--- src/rtl/pcm_pkg.sv ---
// Shared types and constants for the PCM access controller.
// Holds the FSM state encoding, default bus widths and the skip counter width,
// plus a helper that sizes the latency counter from the two array latencies.
package pcm_pkg;

  localparam int ADDR_W_DEF = 20;
  localparam int DATA_W_DEF = 16;
  localparam int SKIP_CNT_W = 16;

  typedef enum logic [1:0] {
    IDLE  = 2'd0,
    READ  = 2'd1,
    WRITE = 2'd2,
    DONE  = 2'd3
  } pcm_state_t;

  // Bits needed to hold max(rd_lat, wr_lat)-1; never less than one bit.
  function automatic int lat_cnt_w(input int rd_lat, input int wr_lat);
    int mx;
    mx = (rd_lat > wr_lat) ? rd_lat : wr_lat;
    return (mx < 2) ? 1 : $clog2(mx);
  endfunction

endpackage

--- src/rtl/pcm_lat_counter.sv ---
// Down-counter that times one array phase (read or write) at a time.
// Latency: load/decrement take effect on the next edge; zero is combinational.
// Backpressure: none; the FSM decides when to load and when to decrement.
module pcm_lat_counter #(
  parameter int CNT_W = 4
) (
  input  logic             clk,
  input  logic             reset,
  input  logic             load,
  input  logic [CNT_W-1:0] load_val,
  input  logic             dec,
  output logic             zero
);

  logic [CNT_W-1:0] cnt_q;
  logic [CNT_W-1:0] cnt_d;

  // Next count: load wins over decrement; decrement stops at zero.
  always_comb begin
    cnt_d = cnt_q;
    if (load) begin
      cnt_d = load_val;
    end else if (dec && (cnt_q != '0)) begin
      cnt_d = cnt_q - 1'b1;
    end
  end

  // Count register.
  always_ff @(posedge clk or posedge reset) begin
    if (reset) begin
      cnt_q <= '0;
    end else begin
      cnt_q <= cnt_d;
    end
  end

  assign zero = (cnt_q == '0);

endmodule

--- src/rtl/pcm_access_ctrl.sv ---
// Responder for CPU/PCM scheduling: timed array read, then differential write.
// Latency: resolved after READ_LAT edges (read/skip) or READ_LAT+WRITE_LAT (write).
// Backpressure: request is held by the requester; inputs ignored while busy.
module pcm_access_ctrl
  import pcm_pkg::*;
#(
  parameter int ADDR_W    = ADDR_W_DEF,
  parameter int DATA_W    = DATA_W_DEF,
  parameter int READ_LAT  = 4,
  parameter int WRITE_LAT = 12
) (
  input  logic                  clk,
  input  logic                  reset,
  input  logic                  schedule,
  input  logic [ADDR_W-1:0]     addr,
  input  logic                  cpu_write,
  input  logic [DATA_W-1:0]     cpu_in,
  output logic                  resolved,
  output logic [DATA_W-1:0]     data_in,
  output logic                  busy,
  output logic [SKIP_CNT_W-1:0] skip_cnt,
  output logic [ADDR_W-1:0]     mem_addr,
  output logic                  mem_rd,
  output logic                  mem_wr,
  output logic [DATA_W-1:0]     mem_wdata,
  input  logic [DATA_W-1:0]     mem_rdata
);

  localparam int CNT_W = lat_cnt_w(READ_LAT, WRITE_LAT);

  pcm_state_t state_q, state_d;

  logic [ADDR_W-1:0]     addr_q, addr_d;
  logic                  wr_q, wr_d;
  logic [DATA_W-1:0]     wdata_q, wdata_d;
  logic [DATA_W-1:0]     rdata_q, rdata_d;
  logic [SKIP_CNT_W-1:0] skip_cnt_q, skip_cnt_d;

  logic             cnt_load;
  logic [CNT_W-1:0] cnt_load_val;
  logic             cnt_dec;
  logic             cnt_zero;

  // One counter serves both phases; the FSM reloads it at the READ->WRITE hop.
  pcm_lat_counter #(
    .CNT_W (CNT_W)
  ) u_lat_cnt (
    .clk      (clk),
    .reset    (reset),
    .load     (cnt_load),
    .load_val (cnt_load_val),
    .dec      (cnt_dec),
    .zero     (cnt_zero)
  );

  // State register.
  always_ff @(posedge clk or posedge reset) begin
    if (reset) begin
      state_q <= IDLE;
    end else begin
      state_q <= state_d;
    end
  end

  // Next state, counter control and request/data register updates.
  always_comb begin
    state_d      = state_q;
    addr_d       = addr_q;
    wr_d         = wr_q;
    wdata_d      = wdata_q;
    rdata_d      = rdata_q;
    skip_cnt_d   = skip_cnt_q;
    cnt_load     = 1'b0;
    cnt_load_val = '0;
    cnt_dec      = 1'b0;
    case (state_q)
      IDLE: begin
        if (schedule) begin
          addr_d       = addr;
          wr_d         = cpu_write;
          wdata_d      = cpu_in;
          cnt_load     = 1'b1;
          cnt_load_val = CNT_W'(READ_LAT - 1);
          state_d      = READ;
        end
      end
      READ: begin
        if (cnt_zero) begin
          rdata_d = mem_rdata;
          if (!wr_q) begin
            state_d = DONE;
          end else if (mem_rdata == wdata_q) begin
            // Stored word already matches: skip the array write entirely.
            state_d = DONE;
            if (skip_cnt_q != '1) begin
              skip_cnt_d = skip_cnt_q + 1'b1;
            end
          end else begin
            cnt_load     = 1'b1;
            cnt_load_val = CNT_W'(WRITE_LAT - 1);
            state_d      = WRITE;
          end
        end else begin
          cnt_dec = 1'b1;
        end
      end
      WRITE: begin
        if (cnt_zero) begin
          rdata_d = wdata_q;
          state_d = DONE;
        end else begin
          cnt_dec = 1'b1;
        end
      end
      DONE: begin
        state_d = IDLE;
      end
      default: begin
        state_d = IDLE;
      end
    endcase
  end

  // Request latches, returned word and skip counter.
  always_ff @(posedge clk or posedge reset) begin
    if (reset) begin
      addr_q     <= '0;
      wr_q       <= 1'b0;
      wdata_q    <= '0;
      rdata_q    <= '0;
      skip_cnt_q <= '0;
    end else begin
      addr_q     <= addr_d;
      wr_q       <= wr_d;
      wdata_q    <= wdata_d;
      rdata_q    <= rdata_d;
      skip_cnt_q <= skip_cnt_d;
    end
  end

  // Outputs decoded from state so reset drops the strobes asynchronously.
  always_comb begin
    busy      = (state_q != IDLE);
    resolved  = (state_q == DONE);
    mem_rd    = 1'b0;
    mem_wr    = 1'b0;
    mem_addr  = '0;
    mem_wdata = '0;
    case (state_q)
      READ: begin
        mem_rd   = 1'b1;
        mem_addr = addr_q;
      end
      WRITE: begin
        mem_wr    = 1'b1;
        mem_addr  = addr_q;
        mem_wdata = wdata_q;
      end
      default: begin
        mem_rd = 1'b0;
      end
    endcase
  end

  assign data_in  = rdata_q;
  assign skip_cnt = skip_cnt_q;

endmodule

--- config.mk ---
export PLATFORM = sky130hd
export DESIGN_NAME = pcm_access_ctrl
export DESIGN_NICKNAME = d
export VERILOG_FILES = /design/src/rtl/pcm_pkg.sv /design/src/rtl/pcm_lat_counter.sv /design/src/rtl/pcm_access_ctrl.sv
export SDC_FILE = /design/constraint.sdc
export NUM_CORES = 1
export LEC_CHECK = 0
export BUFFER_PORTS_ARGS = -buffer_cell sky130_fd_sc_hd__buf_2
export CORE_ASPECT_RATIO = 0.7
export CORE_UTILIZATION = 45
export DETAILED_ROUTE_END_ITERATION = 16
export PLACE_DENSITY = 0.76
export SLEW_MARGIN = 5
export SYNTH_ARGS = -nofsm -noshare
export SYNTH_HDL_FRONTEND = slang
export SYNTH_SLANG_ARGS = --single-unit
--- constraint.sdc ---
create_clock -name clk -period 2 [get_ports clk]
set_input_delay 0.2 -clock clk [delete_from_list [all_inputs] [get_ports clk]]
set_output_delay 0.2 -clock clk [all_outputs]
set_load 0.01 [all_outputs]
==> metrics.md, run 1 <==
| Metric | Value |
|---|---|
| Ys async rst share | `100%` |
| Residual DRC | `0` |
| Critical Setup Path Class | `reg -> reg` |
| Int Pwr | `5.00 mW` |
| Worst Tran Pin Value | `568 ps` |
| CTS H-tree lvls | `3` |
| GRT Util Overall | `20.8%` |
| Pins over their slew limit | `0` |
| Post-synth top cells | `dfrtp_1, mux2_2, and2_1` |
| Largest net degree at the start of global routing | `76` |
| FILL cells | `608` |
| Top-count cell post-synth | `dfrtp_1` |
| Site Rows | `27` |
| Ant. Diodes | `0` |
| IO buf count | `127` |
| Post-DP HPWL | `6.18 mm` |
| Syn Inst Count | `329` |
| Crit-path max cell delay | `400 ps` |
| Die Ht | `78.1 microns` |
| Initial core utilization | `46.9%` |
| Multi-input gate area | `1840 sq um` |
| Sw Ratio | `36.5%` |
| Pwr dens | `1550 nW/um^2` |
| Syn avg cell area | `11.3 sq um` |
| Clk_skew | `8.00 ps` |
| Vias in the first global route | `3038` |
| Seq/Total Area, Yosys | `50.5%` |
| Clk pwr share | `21.6%` |
| Antenna viol nets, final | `0` |
| Cell taking the most area after synthesis | `dfrtp_1` |
| DR vias | `3015` |
| CTS Buf Count | `9` |
| Area grow syn2layout | `36.6%` |
| WL/cell | `15.9 microns` |
| Area contributors post-synth | `dfrtp_1, mux2_2, xor2_1` |
| Period utilization | `99.7%` |
| GPL Wtd Cong | `0.795` |
| Synthesis-stage register bit count | `75` |
| Antenna violations before repair | `0` |
| Clk_lat worst skew | `320 ps` |
| Worst hold slack | `-18.9 ps` |
| Synthesized cell area | `3720 sq um` |
| Final wirelength | `9.30 mm` |
| Comb power frac | `46.3%` |
| Die width | `111 microns` |
| Nets | `540` |
| Outcome | `finished with violations` |
| Peak VDD IR | `0.000823 V` |
| TritonCTS clock tree | `built` |
| Type of destination of the critical path | `flip-flop` |
| Syn. warnings | `0` |
| Core area | `7940 sq um` |
| Switching power | `2.87 mW` |
| Die Footprint | `8640 sq um` |
| DR iter-0 viols | `143` |
| Max clock buf depth | `2` |
| EDFF count, synth | `0` |
| Crit-path max FO | `5` |
| Layout cell share with drive strength beyond 1 | `47.9%` |
| Sequential power share | `32.1%` |
| Max capacitance violation total | `0` |
| Worst slew margin | `62.1%` |
| Clock transition at the registers of the reported paths | `60 ps` |
| Register Area | `1880 sq um` |
| Post-synth top area share | `50.5%` |
| Via-per-instance ratio | `5.17` |
| Critical Path RT | `2200 ps` |
| Final design utilization | `64.0%` |
| First-pass GRT wire length | `14.4 mm` |
| Synth unique cells | `34` |
| Failing checks | `negative hold slack` |
| Hold Crit Class | `in -> async` |
| Total gr overflow | `0` |
| Post-synth top flop | `dfrtp_1` |
| # IOs | `128` |
| Hold Fails Final Rpt | `28` |
| Crit path cell chain | `inv_2, ha_4, nor3b_4, nand3_2, buf_6, or3_4, mux2_4` |
| Mapped Nets | `392` |
| Setup crit start kind | `flip-flop` |
| Slowest-stage cell, CP | `dfrtp_1` |
| Drt pass-1 iters | `4` |
| FMAX | `501 MHz` |
| WP data arrival | `2190 ps` |
| CTS root buffer | `clkbuf_16` |
| RSZ-0062 raised after global routing | `true` |
| Leakage power | `2.55 nW` |
| Clk sinks | `75` |
| Number of setup violations in the final report | `0` |
| Minimum clock period after layout | `1990 ps` |
[power by group through the flow]
stage	Combinational (mW)	Clock [mW]	Sequential, mW
2_1_floorplan	2.17	0	2.54
3_3_place_gp	3.33	0	2.49
3_5_place_dp	3.41	0	2.53
4_1_cts	3.46	1.74	2.52
5_1_grt	3.98	1.80	2.61
6_report	3.65	1.70	2.53
[layout by cell type, fill, tap and decap left out, drive strengths merged, types with 2 or more instances in the layout]
| master | instances |
|---|---|
| a21o | 2 |
| a21oi | 33 |
| and2 | 37 |
| and3 | 2 |
| and4 | 2 |
| buf | 150 |
| bufinv | 2 |
| clkbuf | 11 |
| clkinv | 5 |
| dfrtp | 75 |
| ha | 7 |
| inv | 6 |
| mux2 | 39 |
| nand2 | 7 |
| nand3 | 7 |
| nand4 | 11 |
| nor2 | 20 |
| nor3 | 9 |
| nor4 | 10 |
| or4 | 2 |
| or4b | 2 |
| xnor2 | 3 |
| xor2 | 30 |
[logic make-up after synthesis]
family	synth area share (%)
buf+inv	2.25
xor+xnor	7.77
flops	50.5
simple gates	19.3
compound gates	5.99
mux	11.9
fa+ha+maj	2.35
[sequential cells by signal, indices dropped and copies added, names as in the netlist]
signal,cells
wr_q,1
u_lat_cnt.cnt_q,4
data_in,16
addr_q,20
state_q,2
skip_cnt,16
wdata_q,16
[critical path: cells and delay by family (launching register included)]
kind / cells / cell delay (ps)
buf+inv: 2 / 240
flops: 1 / 400
fa+ha+maj: 1 / 140
simple gates: 3 / 780
mux: 1 / 310
[through the flow]
stage / power [mW] / instance area [sq um] / TNS, ps / std cells / worst slack, ps
5_1_grt: 8.39 / 5080 / -317 / 583 / -79.0
6_report: 7.87 / 5080 / 0 / 583 / 5.51
3_5_place_dp: 5.94 / 4590 / -51.4 / 560 / -51.4
4_1_cts: 7.72 / 4930 / 0 / 576 / 3.05
3_3_place_gp: 5.82 / 4590 / 0 / 560 / 104
2_1_floorplan: 4.71 / 3720 / 0 / 329 / 45.9
[final timing paths]
kind	startpoint	to	slack (ps)	depth (start not counted)
min in group clk	cpu_in[12]	wdata_q[12]	100	2
worst max-delay path	u_lat_cnt.cnt_q[1]	skip_cnt[1]	6	7
worst min-delay path	reset	skip_cnt[11]	-20	3
worst max register to register	u_lat_cnt.cnt_q[1]	skip_cnt[1]	6	7
max in group asynchronous	reset	state_q[0]	1700	3
worst min register to register	skip_cnt[15]	skip_cnt[15]	500	1
[area by class of cell]
| type | count | share of cell area (%) |
|---|---|---|
| flip-flops and latches | 75 | 36.9 |
| clock inverters | 7 | 1.82 |
| clock buffers | 9 | 4.43 |
| inverters | 7 | 0.591 |
| well taps | 101 | 2.49 |
| repair buffers | 152 | 17.5 |
| multi-input cells | 232 | 36.2 |
[layer usage]
layer | vias to the layer above | GRT usage, % | wire, microns
met5 | - | 0 | 0
met4 | 0 | 6.27 | 60
met3 | 5 | 5.02 | 526
met2 | 93 | 34.5 | 4530
met1 | 1470 | 27.2 | 4180
li1 | 1447 | - | -
[what timing repair did]
item                                   CTS  global route
endpoints found under the hold margin    0             0
resized for setup                        4            17
pin swaps                                0             7
setup endpoints to repair                1            24
hold buffers                             0             0
setup buffers                            0             5
cloned                                   0             2
Note: power is estimated with default switching activity, not from simulation.
==> run 2, diff against run 1 <==
--- a/config.mk
+++ b/config.mk
@@ -7,9 +7,9 @@
 export LEC_CHECK = 0
 export BUFFER_PORTS_ARGS = -buffer_cell sky130_fd_sc_hd__buf_2
 export CORE_ASPECT_RATIO = 0.7
-export CORE_UTILIZATION = 45
+export CORE_UTILIZATION = 54
 export DETAILED_ROUTE_END_ITERATION = 16
-export PLACE_DENSITY = 0.76
+export PLACE_DENSITY = 0.85
 export SLEW_MARGIN = 5
 export SYNTH_ARGS = -nofsm -noshare
 export SYNTH_HDL_FRONTEND = slang
==> constraint.sdc (replaced) <==
create_clock -name clk -period 2.4 [get_ports clk]
set_input_delay 0.24 -clock clk [delete_from_list [all_inputs] [get_ports clk]]
set_output_delay 0.24 -clock clk [all_outputs]
set_load 0.01 [all_outputs]
==> run 2 against run 1 <==
Effect of this change: the run now ends clean; critical path depth unchanged; clock power down 22%; cell area down 6.0%; combinational power down 24%; first-iteration DRC count down 7.7%; largest cell class unchanged; largest power group unchanged.
==> metrics.md, run 2 (same netlist as run 1, synthesis figures left out) <==
| Metric | Value |
|---|---|
| Site Rows | `24` |
| Largest net degree at the start of global routing | `33` |
| Clk sinks | `75` |
| Die Footprint | `7230 sq um` |
| Pwr dens | `1300 nW/um^2` |
| Hold Crit Class | `in -> reg` |
| Commonest non-fill, non-tap cells in the layout | `buf_2, dfrtp_1, mux2_2` |
| FMAX | `457 MHz` |
| Period utilization | `91.1%` |
| Number of setup violations in the final report | `0` |
| Most common cell after layout, fill and taps aside | `buf_2` |
| Clock transition at the registers of the reported paths | `80 ps` |
| R2r setup slk | `210 ps` |
| Fin cells | `559` |
| Final design utilization | `74.3%` |
| WL/cell | `15.4 microns` |
| Initial core utilization | `57.9%` |
| Clk_skew | `10.8 ps` |
| Crit-path max FO | `7` |
| Drt pass-1 iters | `4` |
| FILL cells | `489` |
| Buf/Inv on CP | `1` |
| Dpl ws | `211 ps` |
| Via-per-instance ratio | `5.30` |
| RSZ-0062 raised after global routing | `false` |
| Register Area | `1880 sq um` |
| Critical Path RT | `2670 ps` |
| CTS H-tree lvls | `3` |
| Pins over their slew limit | `0` |
| Final setup TNS | `0 ps` |
| Final WS setup | `213 ps` |
| Ant. Diodes | `0` |
| Multi-input gate area | `1760 sq um` |
| First-pass GRT wire length | `14.2 mm` |
| Area grow syn2layout | `28.4%` |
| Largest register by flop count | `addr_q` |
| Postcts setup bufs | `0` |
| Post-cts sizing count | `0` |
| DR vias | `2963` |
| Placed cell count | `542` |
| IO buf count | `127` |
| Final wirelength | `8.60 mm` |
| Crit path cell chain | `inv_1, ha_1, nor3b_2, nand3_1, or4_1, nor3_1, xor2_1` |
| CTS Buf Count | `9` |
| CP delay by family, top | `simple AND/OR/NAND/NOR gates` |
| Critical Setup Path Class | `reg -> reg` |
| Max capacitance violation total | `0` |
| Die width | `101 microns` |
| Crit-path max cell delay | `580 ps` |
| GRT Util Overall | `25.5%` |
| Antenna violations before repair | `0` |
| Type of destination of the critical path | `flip-flop` |
| Minimum clock period after layout | `2190 ps` |
| Leakage power | `2.43 nW` |
| Max clock buf depth | `2` |
| Design Power | `6.20 mW` |
| Hold Fails Final Rpt | `0` |
| WP data arrival | `2450 ps` |
| Residual DRC | `0` |
| Clk_lat worst skew | `350 ps` |
| Nets | `526` |
| Antenna viol nets, final | `0` |
| CTS root buffer | `clkbuf_8` |
| # IOs | `128` |
| Outcome | `completed` |
| Peak VDD IR | `0.000718 V` |
| Slowest-stage cell, CP | `or4_1` |
| Core area | `6430 sq um` |
| GPL Wtd Cong | `0.853` |
| Worst Tran Pin Value | `569 ps` |
| Vias in the first global route | `3027` |
| Layout cell share with drive strength beyond 1 | `43.4%` |
| DR iter-0 viols | `132` |
| Die Ht | `71.4 microns` |
| Worst slew margin | `62.0%` |
| TritonCTS clock tree | `built` |
| Max reg flops | `20` |
| Setup crit start kind | `flip-flop` |
| Post-DP HPWL | `6.30 mm` |
| Total gr overflow | `0` |
==> run 2: repair_timing <==
| action | in CTS | in global routing |
|---|---|---|
| endpoints found under the hold margin | 26 | 0 |
| hold buffers | 1 | 0 |
| endpoints found under the setup margin | 0 | 0 |
==> run 2: per-layer routing <==
metal / part of all wire [%] / GRT usage (%)
met3: 4.9 / 6.93
met4: 1.2 / 6.92
met1: 46 / 34.1
met2: 48 / 41.5
met5: 0 / 0
==> run 2: final cells by class <==
cell class / count / share of cell area, %
timing repair buffer: 138 / 15.1
multi-input combinational: 232 / 36.9
sequential: 75 / 39.3
inverter: 7 / 0.550
tap: 91 / 2.38
clock buffer: 12 / 3.25
clock inverter: 4 / 2.51
==> run 2: path summary, 6_finish.rpt <==
check,start,to,depth (start not counted)
worst max-delay path,u_lat_cnt.cnt_q[0],skip_cnt[12],7
max in group asynchronous,reset,data_in[12],4
worst min-delay path,cpu_in[2],wdata_q[2],2
worst min register to register,skip_cnt[11],skip_cnt[11],1
worst max register to register,u_lat_cnt.cnt_q[0],skip_cnt[12],7
min in group asynchronous,reset,addr_q[1],3
==> run 2: through the flow <==
step / cell area [sq um] / hold WS (ps)
final: 4780 / 114
after global routing: 4780 / 105
after CTS: 4780 / 109
after detailed placement: 4490 / 328
after global placement: 4490 / 322
after floorplan: 3720 / 391
==> run 2: power breakdown <==
part / leakage (nW) / total [mW] / switching (mW) / internal [mW]
Sequential: 0.914 / 2.11 / 0.326 / 1.78
Combinational: 1.38 / 2.77 / 1.46 / 1.30
Clock: 0.137 / 1.33 / 0.471 / 0.854
Total: 2.43 / 6.20 / 2.26 / 3.94
